### src/rtl/udp_writer.sv
// Snapshots a CAPACITY-byte word and streams it MSB-first through udp_packet's TX port.
// Flow: request -> one-cycle trig -> wait for the first read_en -> one byte per read_en.
module udp_writer #(
  parameter int CAPACITY = 4,
  parameter int TIMEOUT  = 1_000_000
) (
  input  logic                  clk,
  input  logic                  rst,
  input  logic                  send,
  input  logic [CAPACITY*8-1:0] i_data,
  output logic                  o_trig,
  input  logic                  read_en,
  output logic [7:0]            o_data,
  output logic [15:0]           data_len,
  output logic                  busy,
  output logic                  timeout_err,
  output logic                  cap_err
);

  localparam int CW = $clog2(CAPACITY + 1);
  localparam int TW = (TIMEOUT > 1) ? $clog2(TIMEOUT) : 1;
  localparam logic [CW-1:0] CNT_FULL = CW'(CAPACITY);
  localparam logic [TW-1:0] TMO_LAST = TW'(TIMEOUT - 1);

  typedef enum logic [1:0] {IDLE, TRIG, WAIT, SEND} state_t;

  state_t                r_state;
  logic [CAPACITY*8-1:0] r_snap;
  logic [CW-1:0]         r_cnt;
  logic [TW-1:0]         r_tcnt;
  logic [7:0]            w_byte;

  assign data_len = 16'(CAPACITY);

  // NOTE: every signal written in always_comb gets a default first, otherwise a latch is inferred.
  always_comb begin
    w_byte = '0;
    for (int k = 0; k < CAPACITY; k++) begin
      if (r_cnt == CW'(k)) w_byte = r_snap[(CAPACITY-1-k)*8 +: 8];
    end
  end

  // NOTE: sequential state uses non-blocking assignments only, so every register sees pre-edge values.
  always_ff @(posedge clk) begin
    if (rst) begin
      r_state     <= IDLE;
      r_snap      <= '0;
      r_cnt       <= '0;
      r_tcnt      <= '0;
      o_trig      <= 1'b0;
      o_data      <= '0;
      busy        <= 1'b0;
      timeout_err <= 1'b0;
      cap_err     <= 1'b0;
    end else begin
      o_trig      <= 1'b0;
      timeout_err <= 1'b0;
      cap_err     <= read_en && (r_cnt == CNT_FULL);

      case (r_state)
        IDLE: begin
          if (send) begin
            r_snap  <= i_data;
            r_cnt   <= '0;
            busy    <= 1'b1;
            r_state <= TRIG;
          end
        end
        TRIG: begin
          o_trig  <= 1'b1;
          r_tcnt  <= '0;
          r_state <= WAIT;
        end
        WAIT: begin
          // read_en takes priority over an expiring timeout on the same cycle.
          if (read_en) begin
            o_data  <= w_byte;
            r_cnt   <= r_cnt + CW'(1);
            r_state <= SEND;
          end else if (r_tcnt == TMO_LAST) begin
            timeout_err <= 1'b1;
            busy        <= 1'b0;
            r_state     <= IDLE;
          end else begin
            r_tcnt <= r_tcnt + TW'(1);
          end
        end
        SEND: begin
          if (r_cnt == CNT_FULL) begin
            busy    <= 1'b0;
            r_state <= IDLE;
          end else if (read_en) begin
            o_data <= w_byte;
            r_cnt  <= r_cnt + CW'(1);
          end
        end
        default: r_state <= IDLE;
      endcase
    end
  end

endmodule

### config.mk
export PLATFORM = sky130hd
export DESIGN_NAME = udp_writer
export DESIGN_NICKNAME = d
export VERILOG_FILES = /design/src/rtl/udp_writer.sv
export SDC_FILE = /design/constraint.sdc
export NUM_CORES = 1
export LEC_CHECK = 0
export ABC_CLOCK_PERIOD_IN_PS = 2300
export CORE_ASPECT_RATIO = 1.4
export CORE_UTILIZATION = 52
export CTS_CLUSTER_DIAMETER = 100
export DETAILED_ROUTE_END_ITERATION = 7
export PLACE_DENSITY = 0.83
export SKIP_LAST_GASP = 1
export SLEW_MARGIN = 20
export SYNTH_ARGS = -nofsm -noshare
export SYNTH_HDL_FRONTEND = slang
export SYNTH_SLANG_ARGS = --single-unit
### constraint.sdc
create_clock -name clk -period 2.3 [get_ports clk]
set_input_delay 0.345 -clock clk [delete_from_list [all_inputs] [get_ports clk]]
set_output_delay 0.345 -clock clk [all_outputs]
set_load 0.02 [all_outputs]
==> metrics.md <==
| Metric | Value |
|---|---|
| Share of layout cells above drive strength 1 | `6.54%` |
| Register area share after synthesis | `40.9%` |
| CTS sink cnt | `69` |
| Synth Area per Inst | `8.05 µm²` |
| Worst Path Buf+Inv | `1` |
| Synthesized instance count | `419` |
| Crit Path Max Fanout | `13` |
| Pwr Density | `854 nW/µm²` |
| Num ports | `64` |
| Clk_lat worst skew | `0.35 ns` |
| Port Buf Inserts | `47` |
| Crit path max-delay family | `simple AND/OR/NAND/NOR gates` |
| Slew @ Worst Pin | `0.572 ns` |
| Nets | `502` |
| CTS tree | `built` |
| P_int | `2.38 mW` |
| WL final | `7.75 mm` |
| EDFF count, synth | `0` |
| GRT overflow | `0` |
| Sequential Power Share | `40.7%` |
| Crit path DAT | `2.39 ns` |
| Async SR Flop Fraction | `0%` |
| Clock network fraction of total power | `34.3%` |
| Maximum vdd drop | `0.522 mV` |
| Flops & latches, synth | `69` |
| Crit Path Class | `flip-flop to flip-flop` |
| Switching pwr | `1.07 mW` |
| First-pass GRT wire length | `12.8 mm` |
| Initial antenna violation count | `0` |
| WL per Instance | `14.6 µm` |
| Yosys warns | `0` |
| GRT Util Overall | `23.7%` |
| Slew HR | `61.9%` |
| Top FF cell, synth | `dfxtp_1` |
| Pwr Total | `3.45 mW` |
| Cell area after synthesis | `3370 µm²` |
| DRC Markers | `0` |
| Crit path top cell by count | `nand2_1` |
| Post-route ant nets | `0` |
| Period minus WS final | `2.09 ns` |
| Setup bufs post-CTS | `0` |
| CP Capture Type | `flip-flop` |
| CTS root buf | `clkbuf_8` |
| CTS Buf Count | `9` |
| CP max-delay cell | `or4_1` |
| Clk buf depth | `2` |
| Hold crit path type | `input pin to flip-flop` |
| Worst Skew | `0.0108 ns` |
| # rows | `34` |
| # hold bufs at CTS | `0` |
| Initial Util | `54.0%` |
| CP cell instances | `inv_1, ha_1, nand2b_1, nand2_1, o21ai_4, or4_1, nand2_1` |
| Max cap viols | `0` |
| Vias in the first global route | `2851` |
| Iteration-0 DRC Markers | `131` |
| Sw Ratio | `31.1%` |
| Max Clock Freq | `479 MHz` |
| Post_cts resized | `0` |
| Total core area | `6250 µm²` |
| Leakage power | `1.51 nW` |
| Worst EP required | `2.60 ns` |
| Library cells used by synthesis | `52` |
| Clk slew on worst S/H paths | `0.08 ns` |
| Status | `complete, no violations` |
| Pre-antenna DRT Iters | `6` |
| Vert. Die Dim | `97.3 µm` |
| Final setup vio count | `0` |
| Crit path largest cell delay | `0.49 ns` |
| RSZ-0062 raised after global routing | `no` |
| Total Die Area | `6820 µm²` |
| Hpwl dp | `5.49 mm` |
| Setup_tns | `0 ns` |
| Die Span X | `70.1 µm` |
| Antenna cells | `0` |
| Via density | `5.74` |
| GP Congestion | `0.968` |
| DR vias | `3047` |
| Final period util | `90.8%` |
| H-tree level count | `3` |
| Hold Fails Final Rpt | `0` |
| Pin count of the biggest net entering global routing | `57` |
| Comb power frac | `25.0%` |
| Worst Setup Start Kind | `flip-flop` |
| Max Slew Vio Count | `0` |
| Area Growth Syn to Fin | `19.7%` |
-- metal layers --
| layer | vias up | GRT usage (%) | share of wire, % |
|---|---|---|---|
| met5 | - | 0 | 0 |
| met4 | 0 | 13.2 | 3.7 |
| met3 | 30 | 5.08 | 4.3 |
| met2 | 108 | 41.4 | 53 |
| met1 | 1403 | 26.1 | 39 |
| li1 | 1506 | - | - |
-- stage by stage --
| stage | setup slack, ns | hold WS, ns | utilization [%] | instances | area (µm²) |
|---|---|---|---|---|---|
| after floorplan | 0.527 | 0.433 | - | 433 | 3430 |
| after global placement | 0.279 | 0.443 | 60.8 | 516 | 3800 |
| after detailed placement | 0.259 | 0.447 | 60.8 | 516 | 3800 |
| after CTS | 0.240 | 0.230 | 64.6 | 531 | 4040 |
| after global routing | 0.0616 | 0.242 | 64.6 | 531 | 4040 |
| final | 0.211 | 0.247 | 64.6 | 531 | 4040 |
-- cells in the final DEF (no fill, tap or decap), types with 3 or more instances in the layout --
cell type,instances
o21ai_0,7
ha_1,11
buf_4,7
nor2b_1,5
a222oi_1,8
dfxtp_1,69
nand2_1,87
nor2_1,25
or4_1,3
a21oi_1,48
nor3_1,18
o211ai_1,6
a211oi_1,9
conb_1,16
bufinv_16,3
a311oi_1,3
nand3_1,12
or3_1,6
clkbuf_8,9
inv_1,8
clkdlybuf4s50_1,46
nand4_1,5
nand2b_1,5
-- layout make-up --
cell class | instances | area [µm²]
Fill cell | 521 | 2210
Multi-Input combinational cell | 312 | 1780
Sequential cell | 69 | 1380
Timing Repair Buffer | 54 | 518
Clock buffer | 9 | 124
Clock inverter | 6 | 113
Tap cell | 72 | 90.1
Inverter | 9 | 33.8
-- power groups by stage --
stage / registers (mW) / clock network [mW] / logic [mW]
floorplan: 1.45 / 0 / 0.586
global placement: 1.42 / 0 / 0.833
detailed placement: 1.43 / 0 / 0.849
CTS: 1.40 / 1.19 / 0.860
global route: 1.42 / 1.25 / 0.966
finish: 1.40 / 1.18 / 0.864
-- state kept, by name (all words and copies together) (netlist names) --
signal	count
busy	1
cap_err	1
o_data	8
o_trig	1
r_cnt	3
r_snap	32
r_state	2
r_tcnt	20
timeout_err	1
-- cells in the mapped netlist (all sizes together), types with 2 or more instances --
library cell | instances | area (µm²)
clkbuf | 20 | 76.3
ha | 11 | 138
or3 | 6 | 37.5
nor3b | 2 | 20.0
conb | 2 | 7.51
or4 | 3 | 22.5
inv | 8 | 30.0
buf | 23 | 156
o31ai | 2 | 15.0
nor4 | 4 | 55.1
xor2 | 2 | 17.5
o21a | 2 | 15.0
nand3 | 12 | 60.1
nand2 | 87 | 327
and3 | 2 | 12.5
a311oi | 3 | 26.3
o21ai | 11 | 77.6
nor2 | 25 | 93.8
xnor2 | 2 | 17.5
o211ai | 6 | 45.0
nand2b | 5 | 31.3
a222oi | 8 | 80.1
dfxtp | 69 | 1380
a211oi | 9 | 67.6
nand4 | 6 | 52.6
and2 | 2 | 12.5
a21oi | 48 | 240
nor2b | 5 | 31.3
mux2i | 2 | 20.0
nor3 | 18 | 90.1
-- worst reg2reg max path, delay by kind of cell, from the launching register on --
family / cells / cell delay [ns]
buffers and inverters: 1 / 0.11
AO/OA/AOI/OAI: 1 / 0.13
adder cells (fa/ha/maj): 1 / 0.34
AND/OR/NAND/NOR: 4 / 1.02
flip-flops: 1 / 0.42
-- cells by family after synthesis --
kind of cell               after synthesis  share of synthesized area, %
DFF                                     69                          40.9
other                                    2                         0.223
AOI/OAI and AO/OA                       95                          18.4
muxes                                    2                         0.593
adders and majority gates               11                          4.08
xor gates and xnor gates                 4                          1.04
buffers and inverters                   52                          7.90
and+or+nand+nor                        184                          26.9
-- worst paths after layout --
| kind | start | end | slack [ns] | cells after the start |
|---|---|---|---|---|
| hold / removal | rst | r_tcnt[6] | 0.25 | 2 |
| setup / recovery | r_state[0] | r_tcnt[3] | 0.21 | 7 |
| hold reg to reg | r_snap[1] | r_snap[1] | 0.45 | 2 |
| setup reg to reg | r_state[0] | r_tcnt[3] | 0.21 | 7 |
Power figures use the tool's default switching activity.
